--- config.mk ---
export PLATFORM = sky130hd
export DESIGN_NAME = system_multisync
export DESIGN_NICKNAME = d
export VERILOG_FILES = /design/src/rtl/system_multisync.sv
export SDC_FILE = /design/constraint.sdc
export NUM_CORES = 1
export LEC_CHECK = 0
export ABC_CLOCK_PERIOD_IN_PS = 21100
export CORE_ASPECT_RATIO = 0.75
export CORE_UTILIZATION = 40
export DETAILED_ROUTE_END_ITERATION = 6
export HOLD_SLACK_MARGIN = 0.06
export PLACE_DENSITY_LB_ADDON = 0.05
export SYNTH_ARGS = -nofsm -noshare
export SYNTH_HDL_FRONTEND = slang
export SYNTH_SLANG_ARGS = --single-unit
--- constraint.sdc ---
create_clock -name clk -period 21.1 [get_ports clk]
set_input_delay 2.11 -clock clk [delete_from_list [all_inputs] [get_ports clk]]
set_output_delay 2.11 -clock clk [all_outputs]
set_load 0.005 [all_outputs]
--- src/rtl/system_multisync.sv ---
// System/time command service: version and time queries, plus disciplining of
// system time against N_CHAN externally latched timesync channels.
module system_multisync #(
  parameter int CMD_BITS        = 8,
  parameter int CMD_GET_VERSION = 0,
  parameter int CMD_SYNC_TIME   = 1,
  parameter int CMD_GET_TIME    = 2,
  parameter int CMD_GET_LATCH   = 3,
  parameter int RSP_GET_VERSION = 0,
  parameter int RSP_GET_TIME    = 1,
  parameter int RSP_GET_LATCH   = 2,
  parameter int VERSION         = 2,
  parameter int N_CHAN          = 2,
  parameter int SYNC_STAGES     = 2
) (
  input  logic                clk,
  input  logic                rst,
  input  logic [31:0]         arg_data,
  output logic                arg_advance,
  input  logic [CMD_BITS-1:0] cmd,
  input  logic                cmd_ready,
  output logic                cmd_done,
  output logic [31:0]         param_data,
  output logic                param_write,
  input  logic [63:0]         time_in,
  output logic [63:0]         time_out,
  output logic                time_out_en,
  input  logic [N_CHAN-1:0]   timesync_pulse_in,
  input  logic [N_CHAN-1:0]   timesync_latch_in
);

  localparam int CH_W = (N_CHAN > 1) ? $clog2(N_CHAN) : 1;

  typedef enum logic [2:0] {IDLE, ARG1, ARG2, OUT1, OUT2, OUT3, DONE} state_t;

  state_t              state, state_nxt;
  logic [CMD_BITS-1:0] cmd_q, cmd_q_nxt;
  logic                bad_q, bad_nxt;
  logic [CH_W-1:0]     ch_q, ch_nxt;
  logic [31:0]         hold_hi, hold_nxt;
  logic [31:0]         tlo_q, tlo_nxt;
  logic [31:0]         param_data_nxt;
  logic                param_write_nxt, cmd_done_nxt, time_out_en_nxt;
  logic [63:0]         time_out_nxt;
  logic                adv_c;

  logic [N_CHAN-1:0]   pulse_sync [SYNC_STAGES];
  logic [N_CHAN-1:0]   latch_sync [SYNC_STAGES];
  logic [N_CHAN-1:0]   pulse_d, latch_d, pulse_evt, latch_evt, sync_clr;
  logic [63:0]         latched_time [N_CHAN];
  logic [N_CHAN-1:0]   latched, overrun;

  logic [63:0]         lt_arg, lt_ch;
  logic                lat_ch, ovr_ch, arg_bad;

  // Target plus the pipeline delay from pin edge to the time_out load
  function automatic logic [63:0] sync_target(input logic [63:0] now,
                                              input logic [63:0] stamp,
                                              input logic [63:0] target);
    return now - stamp + target + 64'(SYNC_STAGES + 2);
  endfunction

  function automatic logic [31:0] rsp_word(input logic [CMD_BITS-1:0] c);
    if (c == CMD_BITS'(CMD_GET_TIME))       return 32'(RSP_GET_TIME);
    else if (c == CMD_BITS'(CMD_GET_LATCH)) return 32'(RSP_GET_LATCH);
    else                                    return 32'(RSP_GET_VERSION);
  endfunction

  // Input synchronisers and edge-detect stage
  always_ff @(posedge clk or posedge rst) begin
    if (rst) begin
      for (int s = 0; s < SYNC_STAGES; s++) begin
        pulse_sync[s] <= '0;
        latch_sync[s] <= '0;
      end
      pulse_d <= '0;
      latch_d <= '0;
    end else begin
      pulse_sync[0] <= timesync_pulse_in;
      latch_sync[0] <= timesync_latch_in;
      for (int s = 1; s < SYNC_STAGES; s++) begin
        pulse_sync[s] <= pulse_sync[s-1];
        latch_sync[s] <= latch_sync[s-1];
      end
      pulse_d <= pulse_sync[SYNC_STAGES-1];
      latch_d <= latch_sync[SYNC_STAGES-1];
    end
  end

  assign pulse_evt = pulse_sync[SYNC_STAGES-1] ^ pulse_d;
  assign latch_evt = latch_sync[SYNC_STAGES-1] & ~latch_d;

  // Per-channel capture; a latch rise outranks a clear in the same cycle
  always_ff @(posedge clk or posedge rst) begin
    if (rst) begin
      for (int i = 0; i < N_CHAN; i++) latched_time[i] <= '0;
      latched <= '0;
      overrun <= '0;
    end else begin
      for (int i = 0; i < N_CHAN; i++) begin
        if (pulse_evt[i]) begin
          if (!latched[i]) latched_time[i] <= time_in;
          else             overrun[i]      <= 1'b1;
        end
        if (sync_clr[i]) begin
          latched[i] <= 1'b0;
          overrun[i] <= 1'b0;
        end
        if (latch_evt[i]) latched[i] <= 1'b1;
      end
    end
  end

  always_comb begin
    lt_arg = '0;
    lt_ch  = '0;
    lat_ch = 1'b0;
    ovr_ch = 1'b0;
    for (int i = 0; i < N_CHAN; i++) begin
      if (arg_data == 32'(i)) lt_arg = latched_time[i];
      if (ch_q == CH_W'(i)) begin
        lt_ch  = latched_time[i];
        lat_ch = latched[i];
        ovr_ch = overrun[i];
      end
    end
  end

  assign arg_bad = (arg_data >= 32'(N_CHAN));

  always_comb begin
    state_nxt       = state;
    cmd_q_nxt       = cmd_q;
    bad_nxt         = bad_q;
    ch_nxt          = ch_q;
    hold_nxt        = hold_hi;
    tlo_nxt         = tlo_q;
    param_data_nxt  = param_data;
    param_write_nxt = param_write;
    cmd_done_nxt    = 1'b0;
    time_out_nxt    = time_out;
    time_out_en_nxt = 1'b0;
    sync_clr        = '0;
    adv_c           = 1'b0;
    case (state)
      IDLE: begin
        if (cmd_ready && !cmd_done) begin
          cmd_q_nxt = cmd;
          if (cmd == CMD_BITS'(CMD_GET_VERSION)) begin
            param_data_nxt  = 32'(VERSION);
            param_write_nxt = 1'b1;
            state_nxt       = DONE;
          end else if (cmd == CMD_BITS'(CMD_GET_TIME)) begin
            param_data_nxt  = time_in[31:0];
            hold_nxt        = time_in[63:32];
            param_write_nxt = 1'b1;
            state_nxt       = OUT1;
          end else if (cmd == CMD_BITS'(CMD_GET_LATCH)) begin
            adv_c           = 1'b1;
            ch_nxt          = arg_data[CH_W-1:0];
            bad_nxt         = arg_bad;
            param_data_nxt  = lt_arg[31:0];
            hold_nxt        = lt_arg[63:32];
            param_write_nxt = 1'b1;
            state_nxt       = OUT1;
          end else if (cmd == CMD_BITS'(CMD_SYNC_TIME)) begin
            adv_c     = 1'b1;
            ch_nxt    = arg_data[CH_W-1:0];
            bad_nxt   = arg_bad;
            state_nxt = ARG1;
          end else begin
            cmd_done_nxt = 1'b1;
          end
        end
      end
      ARG1: begin
        adv_c     = 1'b1;
        tlo_nxt   = arg_data;
        state_nxt = ARG2;
      end
      ARG2: begin
        adv_c = 1'b1;
        if (!bad_q) begin
          time_out_nxt    = sync_target(time_in, lt_ch, {arg_data, tlo_q});
          time_out_en_nxt = 1'b1;
          for (int i = 0; i < N_CHAN; i++) sync_clr[i] = (ch_q == CH_W'(i));
        end
        cmd_done_nxt = 1'b1;
        state_nxt    = IDLE;
      end
      OUT1: begin
        param_data_nxt  = hold_hi;
        param_write_nxt = 1'b1;
        state_nxt       = (cmd_q == CMD_BITS'(CMD_GET_LATCH)) ? OUT2 : DONE;
      end
      OUT2: begin
        param_data_nxt  = bad_q ? 32'h4 : {30'b0, ovr_ch, lat_ch};
        param_write_nxt = 1'b1;
        state_nxt       = DONE;
      end
      DONE: begin
        param_data_nxt  = rsp_word(cmd_q);
        param_write_nxt = 1'b0;
        cmd_done_nxt    = 1'b1;
        state_nxt       = IDLE;
      end
      default: state_nxt = IDLE;
    endcase
  end

  assign arg_advance = adv_c & ~rst;

  // Control and output registers
  always_ff @(posedge clk or posedge rst) begin
    if (rst) begin
      state       <= IDLE;
      cmd_q       <= '0;
      bad_q       <= 1'b0;
      param_data  <= '0;
      param_write <= 1'b0;
      cmd_done    <= 1'b0;
      time_out    <= '0;
      time_out_en <= 1'b0;
    end else begin
      state       <= state_nxt;
      cmd_q       <= cmd_q_nxt;
      bad_q       <= bad_nxt;
      param_data  <= param_data_nxt;
      param_write <= param_write_nxt;
      cmd_done    <= cmd_done_nxt;
      time_out    <= time_out_nxt;
      time_out_en <= time_out_en_nxt;
    end
  end

  always_ff @(posedge clk) begin
    ch_q    <= ch_nxt;
    hold_hi <= hold_nxt;
    tlo_q   <= tlo_nxt;
  end

endmodule

After elaboration in Yosys (flattened, before gate mapping)
Index checks and enable logic that the tools add are counted.
{"block": "totals", "ff_bits": 320, "input_bits": 111, "output_inout_bits": 100, "elab_cells": 138}
{"block": "classes", "n_addsub": 3, "n_lt_le_gt_ge": 1, "eq_ne": 14, "muxes": 57, "n_bitwise": 11, "n_reduce_logical": 29}
{"operator": "$mux 32", "count": 6}
{"operator": "$mux 64", "count": 3}
{"operator": "$pmux 32 s4", "count": 1}
{"operator": "$add 64x3->64 const B", "count": 1}
{"operator": "$add 64x64->64", "count": 1}
{"operator": "$sub 64x64->64", "count": 1}
{"operator": "$eq 32x1->1 const B", "count": 1}
{"operator": "$eq 8x2->1 const B", "count": 4}
{"operator": "$ge 32x2->1 const B", "count": 1}
{"operator": "$logic_not 32->1", "count": 1}
{"operator": "$mux 1", "count": 32}
{"operator": "$mux 3", "count": 6}
{"operator": "$reduce_bool 2->1", "count": 8}
{"operator": "$reduce_and 2->1", "count": 7}
{"operator": "$pmux 3 s4", "count": 1}
{"operator": "$mux 2", "count": 5}
{"operator": "$eq 8x1->1 const B", "count": 1}
{"operator": "$logic_not 8->1", "count": 1}
{"operator": "$not 1->1", "count": 7}
{"operator": "$eq 3x2->1 const B", "count": 2}
{"operator": "$eq 3x3->1 const B", "count": 2}
{"operator": "$reduce_and 3->1", "count": 2}
{"operator": "$reduce_or 2->1", "count": 3}
{"operator": "$ne 5x5->1 const B", "count": 1}
{"operator": "other kinds (16)", "count": 17}

Logic depth before layout (Yosys ltp)
Gate-level depths: netlist of run 1.
{"block": "logic_depth", "depth_word": 8, "depth_mapped": 18, "mapped_depth_nobuf": 16}

Worst setup path after synthesis of run 1
OpenSTA, ideal clock, no wires.
{"block": "synth_timing", "path_type": "input to register", "start": "input cmd_ready", "end": "register hold_hi[0] (enable)", "setup_ps": 461, "arrival_ps": 4955, "required_time_ps": 20639, "slack_ps": 15684, "path_stages": 3, "n_path_buf": 1, "cell_sequence": "or3b_1 clkbuf_1 nor3_1"}
{"block": "synth_via", "elab_chain_len": 2}
{"element": "from (decl)", "line_no": "21", "text": "input logic cmd_ready,"}
{"element": "$logic_and 1x1->1", "line_no": "147", "text": "if (cmd_ready && !cmd_done) begin"}
{"element": "$reduce_and 4->1 (no source line)"}
{"element": "to (signal assigned)", "line_no": "238", "text": "hold_hi <= hold_nxt;"}
{"element": "to (decl)", "line_no": "40", "text": "logic [31:0] hold_hi, hold_nxt;"}
Every way passes these cells.
A chain may end at the register's enable or synchronous reset.

Worst setup path after layout of run 1
{"block": "layout_timing", "start": "input cmd_ready", "end": "output arg_advance"}
{"block": "layout_via", "elab_chain_len": 4}
{"element": "$logic_and 1x1->1", "line_no": "147"}
{"element": "$mux 1", "line_no": "147"}
{"element": "$pmux 1 s2", "line_no": "145", "text": "case (state)"}
{"element": "$and 1x1->1", "line_no": "211", "text": "assign arg_advance = adv_c & ~rst;"}
{"element": "to (decl)", "line_no": "19", "text": "output logic arg_advance,"}
Every way passes these cells.

==> results of run 1 <==
[cell usage after synthesis (3+ instances only)]
cell / instances
clkbuf_1: 77
o31ai_1: 9
nand2_1: 225
nand2b_1: 5
o211ai_1: 3
buf_1: 17
and3_1: 13
edfxtp_1: 65
nand3_1: 22
ha_1: 126
and4_1: 4
a22oi_1: 31
mux2_2: 145
o21a_1: 12
nor3b_1: 3
fa_1: 63
nor2b_1: 8
xnor2_1: 33
inv_1: 94
dfrtp_1: 255
a21oi_1: 118
o21bai_1: 19
nor2_1: 91
nor3_1: 27
a31oi_1: 8
or3_1: 6
mux2i_1: 117
nand4_1: 21
o21ai_1: 30
nor4_1: 12
o21ai_0: 132
a21o_1: 18
and2_1: 3
buf_2: 6
a221o_1: 3
xor2_1: 21
a211oi_1: 6
[state kept, by name (all words and copies together), names as in the netlist]
| name | count |
|---|---|
| param_data | 32 |
| time_out | 64 |
| ch_q | 1 |
| pulse_sync | 4 |
| latch_sync | 4 |
| cmd_q | 8 |
| hold_hi | 32 |
| overrun | 2 |
| latch_d | 2 |
| latched_time | 128 |
| pulse_d | 2 |
| time_out_en | 1 |
| cmd_done | 1 |
| state | 3 |
| bad_q | 1 |
| param_write | 1 |
| latched | 2 |
| tlo_q | 32 |
[area by class of cell]
class / count / area [um^2] / area share [%]
sequential: 320 / 8330 / 35.2
clock buffer: 51 / 1090 / 4.61
tap: 648 / 811 / 3.43
timing repair buffer: 227 / 2230 / 9.41
multi-input combinational: 1381 / 10700 / 45.3
inverter: 94 / 360 / 1.52
antenna: 2 / 5.00 / 0.0211
clock inverter: 13 / 111 / 0.471
[worst max-delay path by stage]
stage	start	endpoint	slack, ns	cells past startpoint
finish	cmd_ready	arg_advance	14.75	8
global route	cmd[4]	arg_advance	14.51	9
CTS	cmd_ready	arg_advance	14.74	8
global placement	time_in[1]	time_out[60]	14.37	13
floorplan	rst	bad_q	11.98	1
detailed placement	time_in[1]	time_out[60]	14.46	13
[cell families (layout without fill, tap and decap cells)]
logic type	count (synthesis)	count (layout)	synth area share, %
flip-flops	320	320	42.2
other	0	2	0
AND/OR/NAND/NOR	454	454	10.3
AO/OA/AOI/OAI	421	421	12.7
buffers and inverters	194	385	3.73
adder cells (fa/ha/maj)	189	189	14.4
XOR/XNOR	54	54	2.40
multiplexers	263	263	14.3
[worst max-delay path, cell delays in order]
cell and delay [ns]:
clkdlybuf4s50_1 0.48, or3b_1 0.55, nor2_1 0.22, nand2_1 0.13, inv_1 0.11, nor2_1 0.06
nor2_1 0.08, clkdlybuf4s50_1 0.51
[metal layers]
metal,vias to the layer above,track usage [%],part of all wire (%)
met2,341,40.4,46
met5,-,0,0.017
met4,2,6.79,2.2
li1,7070,-,-
met1,7594,37.4,48
met3,62,3.51,4.5
[per-stage QoR]
step / worst slack [ns] / util (%)
after detailed placement: 14.46 / 46.1
after global routing: 14.51 / 48.6
after global placement: 14.37 / 46.1
final: 14.75 / 48.6
after floorplan: 11.98 / -
after CTS: 14.74 / 48.6
[power groups by stage]
stage	combinational (W)	sequential (W)	clock, W
after floorplan	0.00179	0.00101	0
after global placement	0.00276	0.00104	0
after detailed placement	0.00276	0.00105	0
after CTS	0.00278	0.00104	0.000660
after global routing	0.00304	0.00107	0.000684
final	0.00277	0.00104	0.000646
==> impl_metrics.toml, run 1 <==
[timing]
setup_tns_ns = 0
setup_viol = 0
skew_ns = 0.0153
worst_pin_slew_ns = 1.19
max_freq_mhz = 157
relSlewSlack_pct = 20.8
min_period_ns = 6.35
holdWs_ns = 0.346
rsz0062_at_grt = "no"
finalMaxSlewViolations = 0
finalCritPeriodShare_pct = 30.1
hold_viol_final = 0

[critical_path]
crit_arrival_ns = 4.24
r2r_start = "ch_q"
reg2reg_slack_ns = 15.63
worstSetupStartpointType = "primary input"
worst-endpoint-required_ns = 18.99
reg2reg_to = "time_out[60]"
end_kind = "output pin"
worst-setup-path-type = "in -> out"
critPathMaxFanout = 12
reg2reg_depth = 15

[power_and_ir_drop]
leakagePower_nw = 10.3
finalPower_w = 0.00445
power.density_nw_per_um2 = 188
clockPowerShare_pct = 14.5
power_frac_seq_pct = 23.3
power.internal_w = 0.00239
p_sw_share_pct = 46.3
vdd_drop_max_mv = 0.0917
p_switching_w = 0.00206
comb_power_share_pct = 62.2

[drt]
totalWireLength_um = 64500
wl_per_cell_um = 23.6
drtAntennaViolNets = 0
drc_errors = 2
via_count = 15100
routed_via_density = 5.51
firstDrtPassIters = 7
drt_iter0_markers = 1218

[placed_design]
place_area_um2 = 22500
routabilityCongestion = 0.946
dpl.hpwl_um = 46900
io_buffers = 210
dp_cells = 2670

[min_path]
hold_start = "pulse_sync[3]"
hold_class = "reg -> reg"
min_to = "pulse_sync[1]"
min_path_cells = 0

[logic_synthesis]
yosysWarnings = 0
synth_top_area_cell = "dfrtp_1"
synth_cell_type_count = 75
synth_cells = 1895
synth_top_area_share_pct = 32.3
synth_area_leaders = "dfrtp_1 (32%), edfxtp_1 (9.9%), mux2_2 (8.3%)"
synth.net_count = 2195
ys.flop_type = "dfrtp_1"
syn_avg_cell_area_um2 = 10.4
syn_area_um2 = 19700
yosys_register_bits = 320
ys_seq_area_share_pct = 42.2
async_flop_share_pct = 79.7
synth_edf_count = 65

[layout]
final_cells = 2736
nNetsFinal = 2359
final_cell_area_um2 = 23700
layout.cells.most_common = "dfrtp_1"
syn2layout_area_growth_pct = 19.9
drive_above_1_share_pct = 11.6
fillCellCount = 4556
mostFrequentLayoutCells = "dfrtp_1 (255), nand2_1 (225), clkdlybuf4s50_1 (209), mux2_2 (145), o21ai_0 (132)"

[clocking]
clkTransAtPathRegs_ns = 0.06
cts_tree = "yes"
cts_resized = 0
cts_buffer_depth = 3
clk_latency_ns = 0.56
cts_root_buf = "clkbuf_16"
h-tree-depth = 2
cts_made_buffers = 35
hold_buffers = 0
cts_setup_buffers = 0
clock-sinks = 320

[floorplan]
fp.dieH_um = 194
io_pins = 211
dieArea_um2 = 50300
initial_utilization_pct = 40.5
rows = 70
fp.dieW_um = 259
core_area_um2 = 48700

[grt]
grt_max_degree = 116
grtUsageTotal_pct = 25.8
grt_pass1_wl_um = 97100
grt_pass1_vias = 15400
antenna_found_initial = 5
gr-total-overflow = 0

[run_status]
status = "finished with violations"
violations = "design-rule violations"

[run]
max-cap-violations = 0
Power figures use the tool's default switching activity.
==> run 2: changes to the inputs <==
ABC_CLOCK_PERIOD_IN_PS = 5700   (was 21100)
clock period = 5.7 ns   (was 21.1 ns; I/O delays follow)
==> impl_metrics.toml, run 2 (synthesized netlist as in run 1, its figures left out) <==
[run_status]
status = "finished, final reports clean"

[clocking]
cts_resized = 0
cts_root_buf = "clkbuf_16"
cts_setup_buffers = 0
h-tree-depth = 2
cts_made_buffers = 37
cts_tree = "yes"
hold_buffers = 0
clk_latency_ns = 0.54
clkTransAtPathRegs_ns = 0.06
clock-sinks = 320
cts_buffer_depth = 3

[min_path]
min_path_cells = 0
min_to = "pulse_sync[1]"
hold_class = "reg -> reg"
hold_start = "pulse_sync[3]"

[critical_path]
crit_arrival_ns = 5.26
reg2reg_to = "time_out[61]"
cpMaxStageDelayCell = "or4b_1"
cp_slowest_stage_delay_ns = 0.49
reg2reg_slack_ns = 0.88
end_kind = "register"
reg2reg_depth = 15
worst-setup-path-type = "reg -> reg"
critPathMaxFanout = 28
r2r_start = "ch_q"
crit_chain = "buf_12, buf_12, mux2i_1, fa_1, ha_1, ha_1, and4_1, nand3_1, nor4b_1, buf_4, o31ai_1, nand2_1, a31oi_1, or4b_1, a31oi_1"
worst-endpoint-required_ns = 6.14
worstSetupStartpointType = "register"

[placed_design]
io_buffers = 210
pre_cts_ws_ns = 0.699
routabilityCongestion = 0.933
dpl.hpwl_um = 48800

[timing]
max_freq_mhz = 207
setup_viol = 0
finalMaxSlewViolations = 0
holdWs_ns = 0.347
relSlewSlack_pct = 22.1
rsz0062_at_grt = "no"
setup_ws_ns = 0.879
setup_tns_ns = 0
skew_ns = 0.0230
worst_pin_slew_ns = 1.17
finalCritPeriodShare_pct = 84.6
hold_viol_final = 0
min_period_ns = 4.82

[grt]
grt_pass1_wl_um = 98900
grtUsageTotal_pct = 26.2
antenna_found_initial = 5
grt_pass1_vias = 15500
grt_max_degree = 80
gr-total-overflow = 0

[layout]
largest_reg_flops = 128
mostFrequentLayoutCells = "dfrtp_1 (255), nand2_1 (225), clkdlybuf4s50_1 (209), mux2_2 (145), o21ai_0 (132)"
regMostFlops = "latched_time"
syn2layout_area_growth_pct = 20.1
reg_top3 = "latched_time: 128 flops, time_out: 64 flops"
drive_above_1_share_pct = 11.6
nNetsFinal = 2370
layout.cells.most_common = "dfrtp_1"

[floorplan]
fp.dieW_um = 259
initial_utilization_pct = 40.5
rows = 70
core_area_um2 = 48700
io_pins = 211
dieArea_um2 = 50300
fp.dieH_um = 194

[drt]
drc_errors = 0
wl_per_cell_um = 23.8
routed_via_density = 5.50
totalWireLength_um = 65300
firstDrtPassIters = 5
drtAntennaViolNets = 0
drt_iter0_markers = 1019
via_count = 15100

[run]
max-cap-violations = 0

[power_and_ir_drop]
leakagePower_nw = 10.3
finalPower_w = 0.0165
power.density_nw_per_um2 = 694
vdd_drop_max_mv = 0.271
run 2: routing by layer:
metal  up-vias  track usage [%]  share of wire, %
met5         -                0             0.020
met4         2             7.23               2.5
met3        88             4.02               5.0
met2       392             41.2                46
met1      7520             37.5                47
li1       7111                -                 -
run 2: worst max-delay path by stage:
stage                from      endpoint  slack (ns)  cells after the start
3_3_place_gp   time_in[1]  time_out[25]        0.72                     14
6_report             ch_q  time_out[61]        0.88                     15
3_5_place_dp   time_in[1]  time_out[25]        0.70                     14
4_1_cts              ch_q  time_out[61]        0.88                     15
5_1_grt              ch_q  time_out[57]        0.48                     15
2_1_floorplan        ch_q  time_out[61]        0.93                     18
run 2: power by group:
group          switching [W]  total [W]  internal (W)  leakage, nW
registers           0.000615    0.00385       0.00324         3.69
logic                0.00604     0.0103       0.00424         6.02
clock network       0.000993    0.00234       0.00135        0.565
total                0.00765     0.0165       0.00882         10.3
run 2: per-stage QoR:
stage	area (um^2)	util, %	std cells
floorplan	19700	-	1895
global placement	22600	46.3	2679
detailed placement	22600	46.3	2679
CTS	23700	48.7	2745
global route	23700	48.7	2745
finish	23700	48.7	2748
run 2: final cells by class:
type / instances / area [um^2]
multi-input cells: 1381 / 10700
well taps: 648 / 811
repair buffers: 236 / 2330
clock inverters: 7 / 76.3
flip-flops and latches: 320 / 8330
inverters: 94 / 357
fillers: 4583 / 25000
diodes: 3 / 7.51
clock buffers: 59 / 1080
run 2: worst max-delay path: cells and delay by family, from the launching register on:
kind / cells / cell delay, ns
AND/OR/NAND/NOR: 5 / 1.48
adder cells (fa/ha/maj): 3 / 1.29
buffers and inverters: 3 / 0.74
flip-flops: 1 / 0.47
AO/OA/AOI/OAI: 3 / 0.45
multiplexers: 1 / 0.26
==> run 3: changes to the inputs <==
ABC_CLOCK_PERIOD_IN_PS = 4300   (was 5700)
clock period = 4.3 ns   (was 5.7 ns; I/O delays follow)
==> impl_metrics.toml, run 3 (synthesized netlist as in run 1, its figures left out) <==
[run_status]
status = "finished with violations"
violations = "negative setup slack"

[critical_path]
reg2reg_slack_ns = -0.01
reg2reg_to = "time_out[53]"
reg2reg_depth = 17
crit_arrival_ns = 4.71
r2r_start = "ch_q"
setup.worst_path.start = "ch_q"
worst-endpoint-required_ns = 4.70
critPathMaxFanout = 6
end_kind = "register"
worstSetupStartpointType = "register"
worst-setup-path-type = "reg -> reg"

[power_and_ir_drop]
p_switching_w = 0.0120
clockPowerShare_pct = 11.0
vdd_drop_max_mv = 0.764
comb_power_share_pct = 71.0
leakagePower_nw = 11.9
p_sw_share_pct = 42.0
power.internal_w = 0.0166
finalPower_w = 0.0286
power.density_nw_per_um2 = 1050
power_frac_seq_pct = 17.9

[timing]
skew_ns = 0.0178
worst_pin_slew_ns = 1.19
setup_ws_ns = -0.0141
min_period_ns = 4.31
rsz0062_at_grt = "yes"
hold_viol_final = 0
max_freq_mhz = 232
relSlewSlack_pct = 20.3
holdWs_ns = 0.332
setup_viol = 1
finalMaxSlewViolations = 0
finalCritPeriodShare_pct = 100

[clocking]
cts_tree = "yes"
clkTransAtPathRegs_ns = 0.06
cts_root_buf = "clkbuf_16"
hold_buffers = 0
cts_buffer_depth = 3
h-tree-depth = 2
cts_made_buffers = 37
clock-sinks = 320
clk_latency_ns = 0.55

[grt]
grtUsageMet1_pct = 38.3
gr-total-overflow = 0
busiest_layer = "met2"
antenna_found_initial = 3
use_met2_pct = 42.9
grt_max_degree = 139
grtUsageTotal_pct = 27.0
use_met3_pct = 4.13
grt_pass1_vias = 16500
grt_pass1_wl_um = 102000

[placed_design]
io_buffers = 210
pre_cts_ws_ns = -0.608
routabilityCongestion = 0.935
dpl.hpwl_um = 51600

[layout]
drive_above_1_share_pct = 29.1
reg_top3 = "latched_time: 128 flops, time_out: 64 flops"
fillCellCount = 4326
layout.cells.most_common = "buf_4"
nNetsFinal = 2685
largest_reg_flops = 128
syn2layout_area_growth_pct = 38.5
regMostFlops = "latched_time"
mostFrequentLayoutCells = "buf_4 (315), dfrtp_1 (255), nand2_1 (223), clkdlybuf4s50_1 (209), mux2_2 (144)"

[min_path]
hold_start = "timesync_latch_in[1]"
hold_class = "in -> reg"
min_path_cells = 1
min_to = "latch_sync[3]"

[floorplan]
io_pins = 211
core_area_um2 = 48700
rows = 70
dieArea_um2 = 50300
fp.dieH_um = 194
fp.dieW_um = 259
initial_utilization_pct = 40.5

[drt]
routed_via_density = 5.35
firstDrtPassIters = 6
wl_per_cell_um = 22.5
drc_errors = 0
drtAntennaViolNets = 0
via_count = 16400
drt_iter0_markers = 1036
totalWireLength_um = 68900

[run]
max-cap-violations = 0
run 3: cell types whose count changed in the layout (fill, tap and decap cells not counted), moves of 7 or more:
cell,change
a21oi_1,-22
a21oi_2,+20
buf_12,+7
buf_4,+291
buf_6,+15
ha_1,-43
ha_4,+40
mux2i_1,-20
mux2i_2,+15
run 3: repair_timing:
item,in CTS,in global routing
setup buffers,6,20
endpoints found under the hold margin,0,0
endpoints found under the setup margin,43,31
pin swaps,14,60
resized for setup,60,139
run 3: metrics by stage:
step,setup TNS [ns],std cells,util (%),instance area (um^2)
after detailed placement,-15.87,2969,50.9,24800
after global routing,-1.13,3061,56.2,27300
final,-0.0141,3062,56.2,27300
after global placement,-13.91,2969,50.9,24800
after CTS,-0.0238,3041,54.0,26300
after floorplan,0,1895,-,19800
run 3: how the worst max path moves through the flow:
| stage | cells after the start | endpoint |
|---|---|---|
| 3_5_place_dp | 17 | time_out[61] |
| 4_1_cts | 15 | time_out[59] |
| 6_report | 17 | time_out[53] |
| 5_1_grt | 17 | time_out[61] |
| 2_1_floorplan | 16 | time_out[59] |
| 3_3_place_gp | 17 | time_out[61] |
run 3: final cells by class:
cell class | count | area (um^2) | share of cell area [%]
Timing Repair Buffer | 551 | 4860 | 17.8
Tap cell | 648 | 811 | 2.96
Antenna cell | 1 | 2.50 | 0.00915
Multi-Input combinational cell | 1381 | 11800 | 43.1
Clock inverter | 12 | 114 | 0.416
Sequential cell | 320 | 8330 | 30.5
Clock buffer | 55 | 1070 | 3.93
Inverter | 94 | 357 | 1.30
run 3: per-layer routing:
metal	vias to the layer above	routed length (um)
met3	81	3400
met1	8193	31900
met5	-	11
met4	2	1350
met2	374	32300
li1	7736	-
run 3: power by group through the flow:
| stage | Clock (W) | Combinational (W) | Sequential (W) |
|---|---|---|---|
| after floorplan | 0 | 0.00877 | 0.00497 |
| after global placement | 0 | 0.0178 | 0.00507 |
| after global routing | 0.00336 | 0.0220 | 0.00529 |
| after CTS | 0.00325 | 0.0186 | 0.00509 |
| after detailed placement | 0 | 0.0178 | 0.00513 |
| final | 0.00316 | 0.0203 | 0.00513 |
run 3: worst max-delay path, stage by stage, from the launching register on:
cell      delay [ns]
edfxtp_1        0.43
buf_6           0.18
buf_4           0.14
mux2i_2         0.17
fa_1            0.44
ha_1            0.30
ha_1            0.31
a21o_1          0.23
a221o_1         0.42
o31ai_4         0.36
nor4_4          0.09
buf_4           0.16
o31ai_2         0.21
buf_4           0.19
a21oi_2         0.10
nor2_2          0.12
xor2_1          0.23
o21ai_1         0.09
